### config.mk
export PLATFORM = sky130hd
export DESIGN_NAME = prbs_frame_sequencer
export DESIGN_NICKNAME = d
export VERILOG_FILES = /design/src/rtl/prbs_pkg.sv /design/src/rtl/prbs15_core.sv /design/src/rtl/prbs_frame_sequencer.sv
export SDC_FILE = /design/constraint.sdc
export NUM_CORES = 1
export LEC_CHECK = 0
export CAP_MARGIN = 20
export CORE_MARGIN = 8
export CORE_UTILIZATION = 46
export DETAILED_ROUTE_END_ITERATION = 6
export GPL_TIMING_DRIVEN = 0
export HOLD_SLACK_MARGIN = 0.03
export PLACE_DENSITY = 0.72
export SLEW_MARGIN = 20
export SYNTH_ARGS = -nofsm -noshare
export SYNTH_HDL_FRONTEND = slang
export SYNTH_SLANG_ARGS = --single-unit
### constraint.sdc
create_clock -name clk -period 1.8 [get_ports clk]
set_clock_uncertainty 0.1 [all_clocks]
set_input_delay 0.36 -clock clk [delete_from_list [all_inputs] [get_ports clk]]
set_output_delay 0.36 -clock clk [all_outputs]
set_load 0.03 [all_outputs]
### src/rtl/prbs_pkg.sv
// Shared types and constants for the framed PRBS-15 scrambler.
// Imported by the LFSR core and the frame sequencer.
package prbs_pkg;

   typedef enum logic [2:0] {
      IDLE,
      LOAD,
      HDR,
      PAY,
      DONE
   } state_t;

   localparam int TAP_HI = 14;
   localparam int TAP_LO = 13;

   localparam logic [14:0] DEF_SEED = 15'h4A80;

   // An all-zero seed would lock the LFSR, so fall back to the default.
   function automatic logic [14:0] fix_seed(
      input logic [14:0] s,
      input logic [14:0] dflt
   );
      return (s == 15'd0) ? dflt : s;
   endfunction

endpackage

### src/rtl/prbs15_core.sv
// x^15+x^14+1 LFSR with synchronous load and step.
// fb is the combinational feedback bit of the current state.
module prbs15_core
   import prbs_pkg::*;
#(
   parameter logic [14:0] SEED = DEF_SEED
) (
   input  logic        clk,
   input  logic        rst,
   input  logic        load,
   input  logic [14:0] seed,
   input  logic        step,
   output logic        fb
);

   logic [14:0] s;

   assign fb = s[TAP_HI] ^ s[TAP_LO];

   // Load takes priority over step; otherwise hold.
   always_ff @(posedge clk or posedge rst) begin
      if (rst) begin
         s <= SEED;
      end else if (load) begin
         s <= seed;
      end else if (step) begin
         s <= {s[13:0], fb};
      end
   end

endmodule

### src/rtl/prbs_frame_sequencer.sv
// Frames a sync header plus PRBS-15 scrambled payload.
// LFSR is re-seeded at each frame start.
module prbs_frame_sequencer
   import prbs_pkg::*;
#(
   parameter logic [14:0] SEED        = DEF_SEED,
   parameter int          HDR_BITS    = 8,
   parameter logic [15:0] HDR_PATTERN = 16'h00A5,
   parameter int          LEN_W       = 10
) (
   input  logic             clk,
   input  logic             rst,
   input  logic             start,
   input  logic [LEN_W-1:0] len,
   input  logic             seed_sel,
   input  logic [14:0]      seed_in,
   input  logic             in_valid,
   input  logic             in_bit,
   output logic             in_ready,
   output logic             out_valid,
   output logic             out_bit,
   output logic             out_last,
   output logic             busy,
   output logic             done
);

   localparam logic [3:0] HDR_LAST = 4'(HDR_BITS - 1);

   state_t           state;
   logic [LEN_W-1:0] rem;
   logic [3:0]       hdr_cnt;
   logic [3:0]       hdr_idx;
   logic [14:0]      seed_r;
   logic             lfsr_load;
   logic             lfsr_step;
   logic             fb;

   assign in_ready  = (state == PAY);
   assign busy      = (state != IDLE);
   assign lfsr_load = (state == LOAD);
   assign lfsr_step = (state == PAY) && in_valid;
   assign hdr_idx   = HDR_LAST - hdr_cnt;

   prbs15_core #(
      .SEED (SEED)
   ) u_core (
      .clk  (clk),
      .rst  (rst),
      .load (lfsr_load),
      .seed (seed_r),
      .step (lfsr_step),
      .fb   (fb)
   );

   // Frame FSM with registered line-side outputs.
   always_ff @(posedge clk or posedge rst) begin
      if (rst) begin
         state     <= IDLE;
         rem       <= '0;
         hdr_cnt   <= '0;
         seed_r    <= SEED;
         out_valid <= 1'b0;
         out_bit   <= 1'b0;
         out_last  <= 1'b0;
         done      <= 1'b0;
      end else begin
         out_valid <= 1'b0;
         out_bit   <= 1'b0;
         out_last  <= 1'b0;
         done      <= 1'b0;
         unique case (state)
            IDLE: begin
               if (start) begin
                  rem    <= len;
                  seed_r <= fix_seed(seed_sel ? seed_in : SEED, SEED);
                  state  <= LOAD;
               end
            end
            LOAD: begin
               hdr_cnt <= '0;
               state   <= HDR;
            end
            HDR: begin
               out_valid <= 1'b1;
               out_bit   <= HDR_PATTERN[hdr_idx];
               if (hdr_cnt == HDR_LAST) begin
                  if (rem == '0) begin
                     out_last <= 1'b1;
                     state    <= DONE;
                  end else begin
                     state <= PAY;
                  end
               end else begin
                  hdr_cnt <= hdr_cnt + 4'd1;
               end
            end
            PAY: begin
               if (in_valid) begin
                  out_valid <= 1'b1;
                  out_bit   <= in_bit ^ fb;
                  rem       <= rem - LEN_W'(1);
                  if (rem == LEN_W'(1)) begin
                     out_last <= 1'b1;
                     state    <= DONE;
                  end
               end
            end
            DONE: begin
               done  <= 1'b1;
               state <= IDLE;
            end
            default: state <= IDLE;
         endcase
      end
   end

endmodule

==> impl_metrics.yaml, run 1 <==
setup_path:
  r2r_slack_ns: 0.04
  r2r_cells: 6
  arrival_ns: 1.36
  worstPathMaxFanout: 7
  start_kind: "register"
  critical_path.top_delay_family: "flip-flops"
  crit_required_ns: 1.34
  cp_slowest_cell: "dfrtp_1"
  reg2reg_from: "state[1]"
  crit_type: "reg -> out"
  critPathBufInv: 3
  r2r-end: "rem[1]"
  slowest_delay_ns: 0.43
  end_kind: "primary output"
  crit_chain: "nand3b_1, inv_4, buf_8, buf_6"
power:
  sw_frac_of_total: 0.412
  p_switching_uw: 2270
  combinationalPowerShare: 0.487
  power.density_nw_per_um2: 1640
  p_leak_uw: 0.00150
  power_uw: 5520
  p_int_uw: 3240
  peakVddDrop_v: 0.000670
  p_clk_frac: 0.122
  pwr-share-seq: 0.391
cells_and_area:
  fin_area_um2: 3360
  layout-drive-gt1-share: 0.173
  diodes: 0
  num-nets-final: 363
  area_growth_pct: 26.6
clock_tree:
  path_clk_slew_ns: 0.09
  numClockSinks: 51
  cts_hold_buf: 0
  cts_tree: "done"
  clk_latency_ns: 0.30
  max-clock-path-buffers: 2
  cts_made_buffers: 5
  cts_root_buffer: "clkbuf_8"
  cts_htree_levels: 2
run_status:
  violations: "setup timing"
  status: "finished, violations left"
global_route:
  grt_pass1_vias: 2265
  gr-total-overflow: 0
  globalRouteTotalUtil: 0.142
  grt_first_pass_wirelength_um: 10100
  antenna_found_initial: 0
  grt_max_degree: 32
logic_synthesis:
  synthesis.nets: 310
  ys_seq_area_frac: 0.485
  ys.flop_type: "dfrtp_1"
  avgSynthCellArea_um2: 9.65
  synth-edff-count: 0
  ys_ff_latch: 51
  synthArstFlopShare: 1.00
  syn_inst: 275
  synth_largest_area_cell: "dfrtp_1"
  yosysUniqueCellTypes: 55
  synth_top_area_share: 0.406
  yosys_warnings: 0
  synth_area_um2: 2650
  yosys-top-cells-area: "dfrtp_1 (41%), dfstp_2 (7.9%), nand2_1 (6.7%)"
placement:
  dp_hpwl_um: 4250
  place_congestion: 0.818
  io_buffers: 36
  postPlaceCellArea_um2: 3120
die:
  ios: 37
  die_area_um2: 8450
  start_util: 0.479
  rows: 27
  core-area_um2: 5540
  fp.dieW_um: 91.9
  die_h_um: 91.9
sta:
  slew_violations: 0
  setup_viol: 1
  slew-limit-headroom: 0.690
  fmax_ghz: 0.550
  setup_ws_ns: -0.0195
  fin_crit_ns: 1.82
  fin_crit_sh: 1.01
  rsz0062_at_grt: "true"
  hold_violations: 0
  setup_tns_ns: -0.0195
  tightest_slew_ns: 0.465
routing:
  wl_um: 5900
  drtPass1Iterations: 4
  avgRoutedWirePerCell_um: 14.7
  first_iter_violations: 92
  drtAntennaViolNets: 0
  drcViolationCount: 0
  num_vias: 2215
  viasPerCell: 5.52
job:
  maxCapViolCount: 0
min_path:
  hold_class: "in -> async"
worst max path at each step:
stage                   from          to  slack [ns]  depth (start not counted)
global placement         rst  hdr_cnt[1]       -0.86                          2
floorplan                rst        done        0.12                          1
detailed placement  state[0]    in_ready       -0.48                          5
global route        state[2]    in_ready       -0.05                          4
finish              state[2]    in_ready       -0.02                          4
CTS                 state[2]    in_ready       0.006                          4
routing by layer:
metal,track usage,vias up,part of all wire
met4,0.0389,0,0.011
met2,0.240,59,0.49
met1,0.175,1059,0.45
met3,0.0367,8,0.049
li1,-,1089,-
met5,0,-,0
what timing repair did:
action                                  4_1_cts  5_1_grt
endpoints found under the setup margin       35       27
endpoints found under the hold margin         0        0
gates resized for setup                      27       14
buffers inserted                              3        7
pin swaps                                     1        2
through the flow:
| stage | util | std cells | hold WS [ns] | setup slack (ns) |
|---|---|---|---|---|
| 5_1_grt | 0.606 | 401 | 0.349 | -0.0525 |
| 2_1_floorplan | - | 275 | 0.338 | 0.124 |
| 6_report | 0.606 | 401 | 0.283 | -0.0195 |
| 3_5_place_dp | 0.564 | 384 | 0.358 | -0.476 |
| 4_1_cts | 0.592 | 395 | 0.297 | 0.00566 |
| 3_3_place_gp | 0.560 | 383 | 0.353 | -0.862 |
layout by cell type (no fill, tap or decap), types with 3 or more instances in the layout:
cell type	Yosys	final
clkdlybuf4s50_1	0	33
nor4_4	2	3
nor3_1	9	8
o22ai_1	3	3
nand3_1	19	19
dfstp_2	8	8
buf_4	2	10
o22a_1	3	3
clkbuf_8	0	6
buf_6	2	6
ha_1	4	4
mux2i_1	14	14
o21ai_0	21	19
dfrtp_1	43	42
clkbuf_2	1	3
o21ai_1	3	5
clkbuf_1	9	5
a31oi_1	3	3
nand2b_1	3	3
a21oi_1	15	15
nand2_1	47	47
a22oi_1	3	3
inv_1	7	6
buf_2	2	3
nor2_1	11	11
nor4_1	3	3
sequential cells by signal, summed over array words and instances (netlist names):
name and cells:
seed_r 15, u_core.s 15, done 1, out_bit 1, hdr_cnt 4, rem 10, out_last 1, out_valid 1
state 3
power by group through the flow:
| stage | registers, uW | clock network, uW | logic (uW) |
|---|---|---|---|
| floorplan | 2110 | 0 | 1740 |
| global placement | 2130 | 0 | 2310 |
| detailed placement | 2150 | 0 | 2360 |
| CTS | 2150 | 692 | 2500 |
| global route | 2230 | 735 | 2960 |
| finish | 2160 | 675 | 2690 |
cells in the mapped netlist (3+ instances only):
master / count
nand2_1: 47
dfrtp_1: 43
o21ai_0: 21
nand3_1: 19
a21oi_1: 15
mux2i_1: 14
nor2_1: 11
clkbuf_1: 9
nor3_1: 9
dfstp_2: 8
inv_1: 7
ha_1: 4
a22oi_1: 3
a31oi_1: 3
nand2b_1: 3
nor4_1: 3
o21ai_1: 3
o22a_1: 3
o22ai_1: 3
area by class of cell:
| class | instances | area, um2 |
|---|---|---|
| Tap cell | 72 | 90.1 |
| Buffer | 15 | 105 |
| Clock buffer | 7 | 86.3 |
| Multi-Input combinational cell | 200 | 1290 |
| Sequential cell | 51 | 1290 |
| Timing Repair Buffer | 47 | 457 |
| Clock inverter | 1 | 5.00 |
| Inverter | 8 | 32.5 |
| Fill cell | 510 | 2180 |
kinds of logic (layout without fill, tap and decap cells):
family / after synthesis / count (layout) / share of synthesized area
simple gates: 109 / 109 / 0.211
compound gates: 70 / 70 / 0.178
flops: 51 / 51 / 0.485
buf+inv: 24 / 78 / 0.0439
mux: 14 / 14 / 0.0528
fa+ha+maj: 4 / 4 / 0.0189
xor+xnor: 3 / 3 / 0.00991
(Power assumes the default switching activity.)
==> inputs of run 2 (changes only) <==
==> constraint.sdc (replaced) <==
create_clock -name clk -period 1.6 [get_ports clk]
set_clock_uncertainty 0.1 [all_clocks]
set_input_delay 0.32 -clock clk [delete_from_list [all_inputs] [get_ports clk]]
set_output_delay 0.32 -clock clk [all_outputs]
set_load 0.03 [all_outputs]
==> run 2 against run 1 <==
Net effect:
- the run still ends with setup timing left
- critical endpoint is now state[1]
- clock power increased by 40%
- critical path type is now reg -> reg
- sequential power grew 14%
- die area did not move
- global-route usage rose by 1.9 points
==> impl_metrics.yaml, run 2 (same netlist as run 1, synthesis figures left out) <==
setup_path:
  worstPathMaxFanout: 6
  crit_required_ns: 1.69
  start_kind: "register"
  end_kind: "register"
  crit_chain: "nor4_4, buf_4, a41oi_4, buf_6, a31oi_4, nand2_2"
  slowest_delay_ns: 0.48
  cp_slowest_cell: "dfrtp_2"
  crit_type: "reg -> reg"
  arrival_ns: 1.86
die:
  die_h_um: 91.9
  die_area_um2: 8450
  start_util: 0.479
  ios: 37
  core-area_um2: 5540
  fp.dieW_um: 91.9
  rows: 27
sta:
  fin_crit_sh: 1.10
  hold_ws_ns: 0.363
  rsz0062_at_grt: "true"
  fin_crit_ns: 1.77
  setup_ws_ns: -0.167
  slew_violations: 0
  tightest_slew_ns: 0.697
  setup_tns_ns: -1.59
  fmax_ghz: 0.566
  slew-limit-headroom: 0.534
  hold_violations: 0
  setup_viol: 18
run_status:
  status: "finished, violations left"
  violations: "setup timing"
routing:
  viasPerCell: 5.62
  drtAntennaViolNets: 0
  first_iter_violations: 112
  avgRoutedWirePerCell_um: 17.4
  wl_um: 7410
  drcViolationCount: 0
  drtPass1Iterations: 4
  num_vias: 2388
global_route:
  grt_max_degree: 52
  grt_first_pass_wirelength_um: 11200
  gr-total-overflow: 0
  antenna_found_initial: 0
  grt_pass1_vias: 2432
  globalRouteTotalUtil: 0.161
cells_and_area:
  final_util: 0.705
  fin_area_um2: 3910
  seq_area_um2: 1290
  layout-drive-gt1-share: 0.351
  final_common_cell: "nand2_1"
  reg_top3: "seed_r: 15 flops, u_core.s: 15 flops, rem: 10 flops"
  multi_input_area_um2: 1530
  area_growth_pct: 47.3
  diodes: 0
  final_cell_mix: "nand2_1 (45), dfrtp_1 (39), clkdlybuf4s50_1 (28), buf_4 (26), o21ai_1 (21)"
  fillers: 419
  num-nets-final: 387
placement:
  io_buffers: 36
  postPlaceCellArea_um2: 3110
  dp_hpwl_um: 4280
  place_congestion: 0.842
clock_tree:
  cts_hold_buf: 0
  cts_made_buffers: 5
  max-clock-path-buffers: 2
  path_clk_slew_ns: 0.10
  cts_tree: "done"
  numClockSinks: 51
  cts_root_buffer: "clkbuf_8"
  clk_latency_ns: 0.31
  cts_htree_levels: 2
job:
  maxCapViolCount: 0
power:
  power_uw: 7660
  p_leak_uw: 0.00170
  power.density_nw_per_um2: 1960
  peakVddDrop_v: 0.000816
min_path:
  hold_class: "in -> async"
==> run 2: cell types whose count changed in the layout (fill, tap and decap cells not counted), sizes merged <==
cell / previous run / this run
buf: 21 / 49
clkbuf: 14 / 9
dlygate4sd2: 1 / 6
clkinvlp: 0 / 1
inv: 8 / 7
bufinv: 0 / 1
clkdlybuf4s50: 33 / 28
==> run 2: what timing repair did <==
item / CTS / global route
cloned: 2 / 1
gates resized for setup: 71 / 71
pin swaps: 15 / 24
buffers inserted: 19 / 13
endpoints found under the setup margin: 48 / 48
==> run 2: area by class of cell <==
type / count / area share
Clock buffer: 6 / 0.0211
Tap cell: 72 / 0.0231
Inverter: 8 / 0.00929
Multi-Input combinational cell: 200 / 0.391
Clock inverter: 2 / 0.00897
Buffer: 14 / 0.0352
Sequential cell: 51 / 0.331
Timing Repair Buffer: 72 / 0.181
==> run 2: worst max-delay path, delay by kind of cell, from the launching register on <==
family                 cells  cell delay, ns
flip-flops                 1            0.48
AND/OR/NAND/NOR            2            0.40
buffers and inverters      2            0.35
AO/OA/AOI/OAI              2            0.31
==> run 2: report_power, final <==
| group | switching (uW) | internal [uW] | leakage, uW | total, uW |
|---|---|---|---|---|
| clock | 438 | 507 | 0.0000612 | 944 |
| sequential | 509 | 1950 | 0.000627 | 2460 |
| combinational | 2220 | 2040 | 0.00101 | 4260 |
==> run 2: final timing paths <==
kind / depth (start not counted) / startpoint / to / slack (ns)
worst max-delay path: 6 / rem[2] / state[1] / -0.17
worst min-delay path: 2 / rst / hdr_cnt[3] / 0.36
worst max register to register: 6 / rem[2] / state[1] / -0.17
worst min register to register: 2 / seed_r[9] / u_core.s[9] / 0.37
max in group asynchronous: 3 / rst / u_core.s[11] / 0.43
min in group clk: 2 / seed_r[9] / u_core.s[9] / 0.37
==> run 2: per-stage QoR <==
| stage | setup slack (ns) | cells |
|---|---|---|
| global route | -0.209 | 425 |
| CTS | -0.140 | 411 |
| floorplan | 0.00137 | 275 |
| detailed placement | -0.633 | 383 |
| finish | -0.167 | 425 |
| global placement | -0.625 | 383 |
==> run 2: routing by layer <==
metal,GRT usage,share of wire
met2,0.278,0.53
met3,0.0399,0.045
met4,0.0591,0.011
met1,0.188,0.42
met5,0,0
==> inputs of run 3 (changes only) <==
--- a/config.mk
+++ b/config.mk
@@ -5,13 +5,13 @@
 export SDC_FILE = /design/constraint.sdc
 export NUM_CORES = 1
 export LEC_CHECK = 0
-export CAP_MARGIN = 20
+export ABC_AREA = 1
 export CORE_MARGIN = 8
 export CORE_UTILIZATION = 46
 export DETAILED_ROUTE_END_ITERATION = 6
 export GPL_TIMING_DRIVEN = 0
 export HOLD_SLACK_MARGIN = 0.03
-export PLACE_DENSITY = 0.72
+export PLACE_DENSITY = 0.71
 export SLEW_MARGIN = 20
 export SYNTH_ARGS = -nofsm -noshare
 export SYNTH_HDL_FRONTEND = slang
==> run 3 against run 2 <==
Net effect:
- the run still ends with setup timing left
- sequential power is 10% lower
- sequential share of layout area rose by 3.1 points
- hold slack lost 0.12 ns
- synthesized area up 4.5%
- clock power down 20%
- setup slack improved by 0.12 ns
- cell count grew 14%
- via count is 1.6% higher
- routed wire length decreased by 18%
- cell area is 8.9% lower
- clock-buffer cell count unchanged
- non-clock buffer count down 23
==> impl_metrics.yaml, run 3 <==
run_status:
  status: "finished, violations left"
  violations: "setup timing"
setup_path:
  end_kind: "primary output"
  crit_required_ns: 1.18
  start_kind: "register"
  slowest_delay_ns: 0.41
  reg2reg_from: "state[2]"
  startpoint: "state[2]"
  crit_chain: "inv_2, nand2_4, nor2_8, buf_6, buf_6"
  cpMostUsedCell: "buf_6"
  arrival_ns: 1.23
  crit_type: "reg -> out"
  worstPathMaxFanout: 7
  cp_slowest_cell: "dfrtp_1"
logic_synthesis:
  yosysMostFrequentCell: "nand2_1"
  synthTopCellsByCount: "nand2_1 (88), dfrtp_1 (43), inv_1 (38)"
  synth-edff-count: 0
  synthesis.nets: 382
  ys_seq_area_frac: 0.464
  syn_inst: 347
  synthArstFlopShare: 1.00
  ys_ff_latch: 51
  synth_area_um2: 2770
  yosys_warnings: 0
  synth_largest_area_cell: "dfrtp_1"
  synth_top_area_share: 0.388
  yosys-top-cells-area: "dfrtp_1 (39%), nand2_1 (12%), dfstp_2 (7.6%)"
  yosysUniqueCellTypes: 35
  avgSynthCellArea_um2: 7.99
  ys.flop_type: "dfrtp_1"
power:
  peakVddDrop_v: 0.00109
  p_leak_uw: 0.00171
  power.density_nw_per_um2: 1840
routing:
  maxUsedRoutingLayer: "met4"
  drtAntennaViolNets: 0
  drtPass1Iterations: 4
  drt-met1-wl_um: 2930
  wl_um: 6110
  wl_met2_um: 2910
  route.met3.wl_um: 242
  viasPerCell: 5.02
  num_vias: 2426
  drcViolationCount: 0
  avgRoutedWirePerCell_um: 12.6
  first_iter_violations: 80
placement:
  detailedPlace.worstSlack_ns: -0.542
  dp_hpwl_um: 4350
  place_congestion: 0.823
  io_buffers: 36
die:
  fp.dieW_um: 93.6
  ios: 37
  core-area_um2: 5890
  start_util: 0.471
  rows: 28
  die_h_um: 93.6
  die_area_um2: 8760
cells_and_area:
  diodes: 0
  reg_top3: "seed_r: 15 flops, u_core.s: 15 flops, rem: 10 flops"
  fillers: 532
  area_growth_pct: 28.4
  final_common_cell: "nand2_1"
  final_util: 0.604
  layout-drive-gt1-share: 0.194
  num-nets-final: 442
  final_cell_mix: "nand2_1 (85), dfrtp_1 (42), nand3_1 (37), inv_1 (35)"
clock_tree:
  cts_root_buffer: "clkbuf_8"
  cts_hold_buf: 0
  cts_tree: "done"
  max-clock-path-buffers: 2
  path_clk_slew_ns: 0.09
  cts_made_buffers: 5
  cts_htree_levels: 2
  clk_latency_ns: 0.31
  numClockSinks: 51
global_route:
  grt_max_degree: 52
  gr-total-overflow: 0
  grt_pass1_vias: 2239
  antenna_found_initial: 0
  globalRouteTotalUtil: 0.142
  grt_first_pass_wirelength_um: 10100
sta:
  setup_ws_ns: -0.0469
  tightest_slew_ns: 0.382
  slew_violations: 0
  rsz0062_at_grt: "true"
  slew-limit-headroom: 0.745
  fin_crit_ns: 1.65
  fin_crit_sh: 1.03
  hold_violations: 0
  fmax_ghz: 0.607
  setup_viol: 2
job:
  maxCapViolCount: 0
min_path:
  hold_class: "in -> async"
[run 3: cell families after synthesis]
logic type | count (synthesis) | share of synthesized area
adder cells (fa/ha/maj) | 4 | 0.0181
AND/OR/NAND/NOR | 183 | 0.307
XOR/XNOR | 4 | 0.0126
AO/OA/AOI/OAI | 50 | 0.111
flip-flops | 51 | 0.464
buffers and inverters | 55 | 0.0871
[run 3: routing by layer]
metal / vias to the layer above / track usage
met4: 0 / 0.0396
met1: 1133 / 0.184
met5: - / 0
met2: 52 / 0.230
met3: 2 / 0.0353
li1: 1239 / -
[run 3: final timing paths]
path                                   end  slack [ns]  cells past startpoint
worst max-delay path              in_ready       -0.05                      5
worst min-delay path             seed_r[4]        0.24                      2
worst max register to register      rem[9]        0.06                     10
worst min register to register   seed_r[0]        0.40                      2
max in group asynchronous       seed_r[14]        0.60                      3
min in group clk                 seed_r[0]        0.40                      2
[run 3: cell type report]
class / instances / area (um2) / area share
tap: 75 / 93.8 / 0.0264
inverter: 45 / 180 / 0.0507
timing repair buffer: 53 / 527 / 0.148
clock inverter: 2 / 16.3 / 0.00457
sequential: 51 / 1290 / 0.362
multi-input combinational: 241 / 1290 / 0.363
buffer: 10 / 88.8 / 0.0250
clock buffer: 6 / 72.6 / 0.0204
[run 3: where the power goes]
group / switching [uW] / total, uW / internal, uW / leakage (uW)
registers: 329 / 2210 / 1880 / 0.000641
clock network: 444 / 759 / 315 / 0.0000418
logic: 2080 / 3560 / 1480 / 0.00102
[run 3: critical path, delay by kind of cell (launching register included)]
| family | cells | cell delay (ns) |
|---|---|---|
| buffers and inverters | 3 | 0.34 |
| AND/OR/NAND/NOR | 2 | 0.17 |
| flip-flops | 1 | 0.41 |
[run 3: through the flow]
step / cells / cell area, um2 / hold WS (ns) / TNS (ns) / power [uW]
3_5_place_dp: 458 / 3230 / 0.376 / -7.17 / 5220
6_report: 483 / 3560 / 0.240 / -0.0776 / 6530
2_1_floorplan: 347 / 2780 / 0.266 / 0 / 4450
5_1_grt: 483 / 3560 / 0.255 / -0.235 / 7090
3_3_place_gp: 458 / 3230 / 0.378 / -7.37 / 5120
4_1_cts: 469 / 3360 / 0.399 / -0.214 / 6080
[run 3: timing repair]
action                                  4_1_cts  5_1_grt
buffers inserted                              3       12
cloned                                        0        1
pin swaps                                     4        5
endpoints found under the setup margin       10       37
gates resized for setup                      26       23
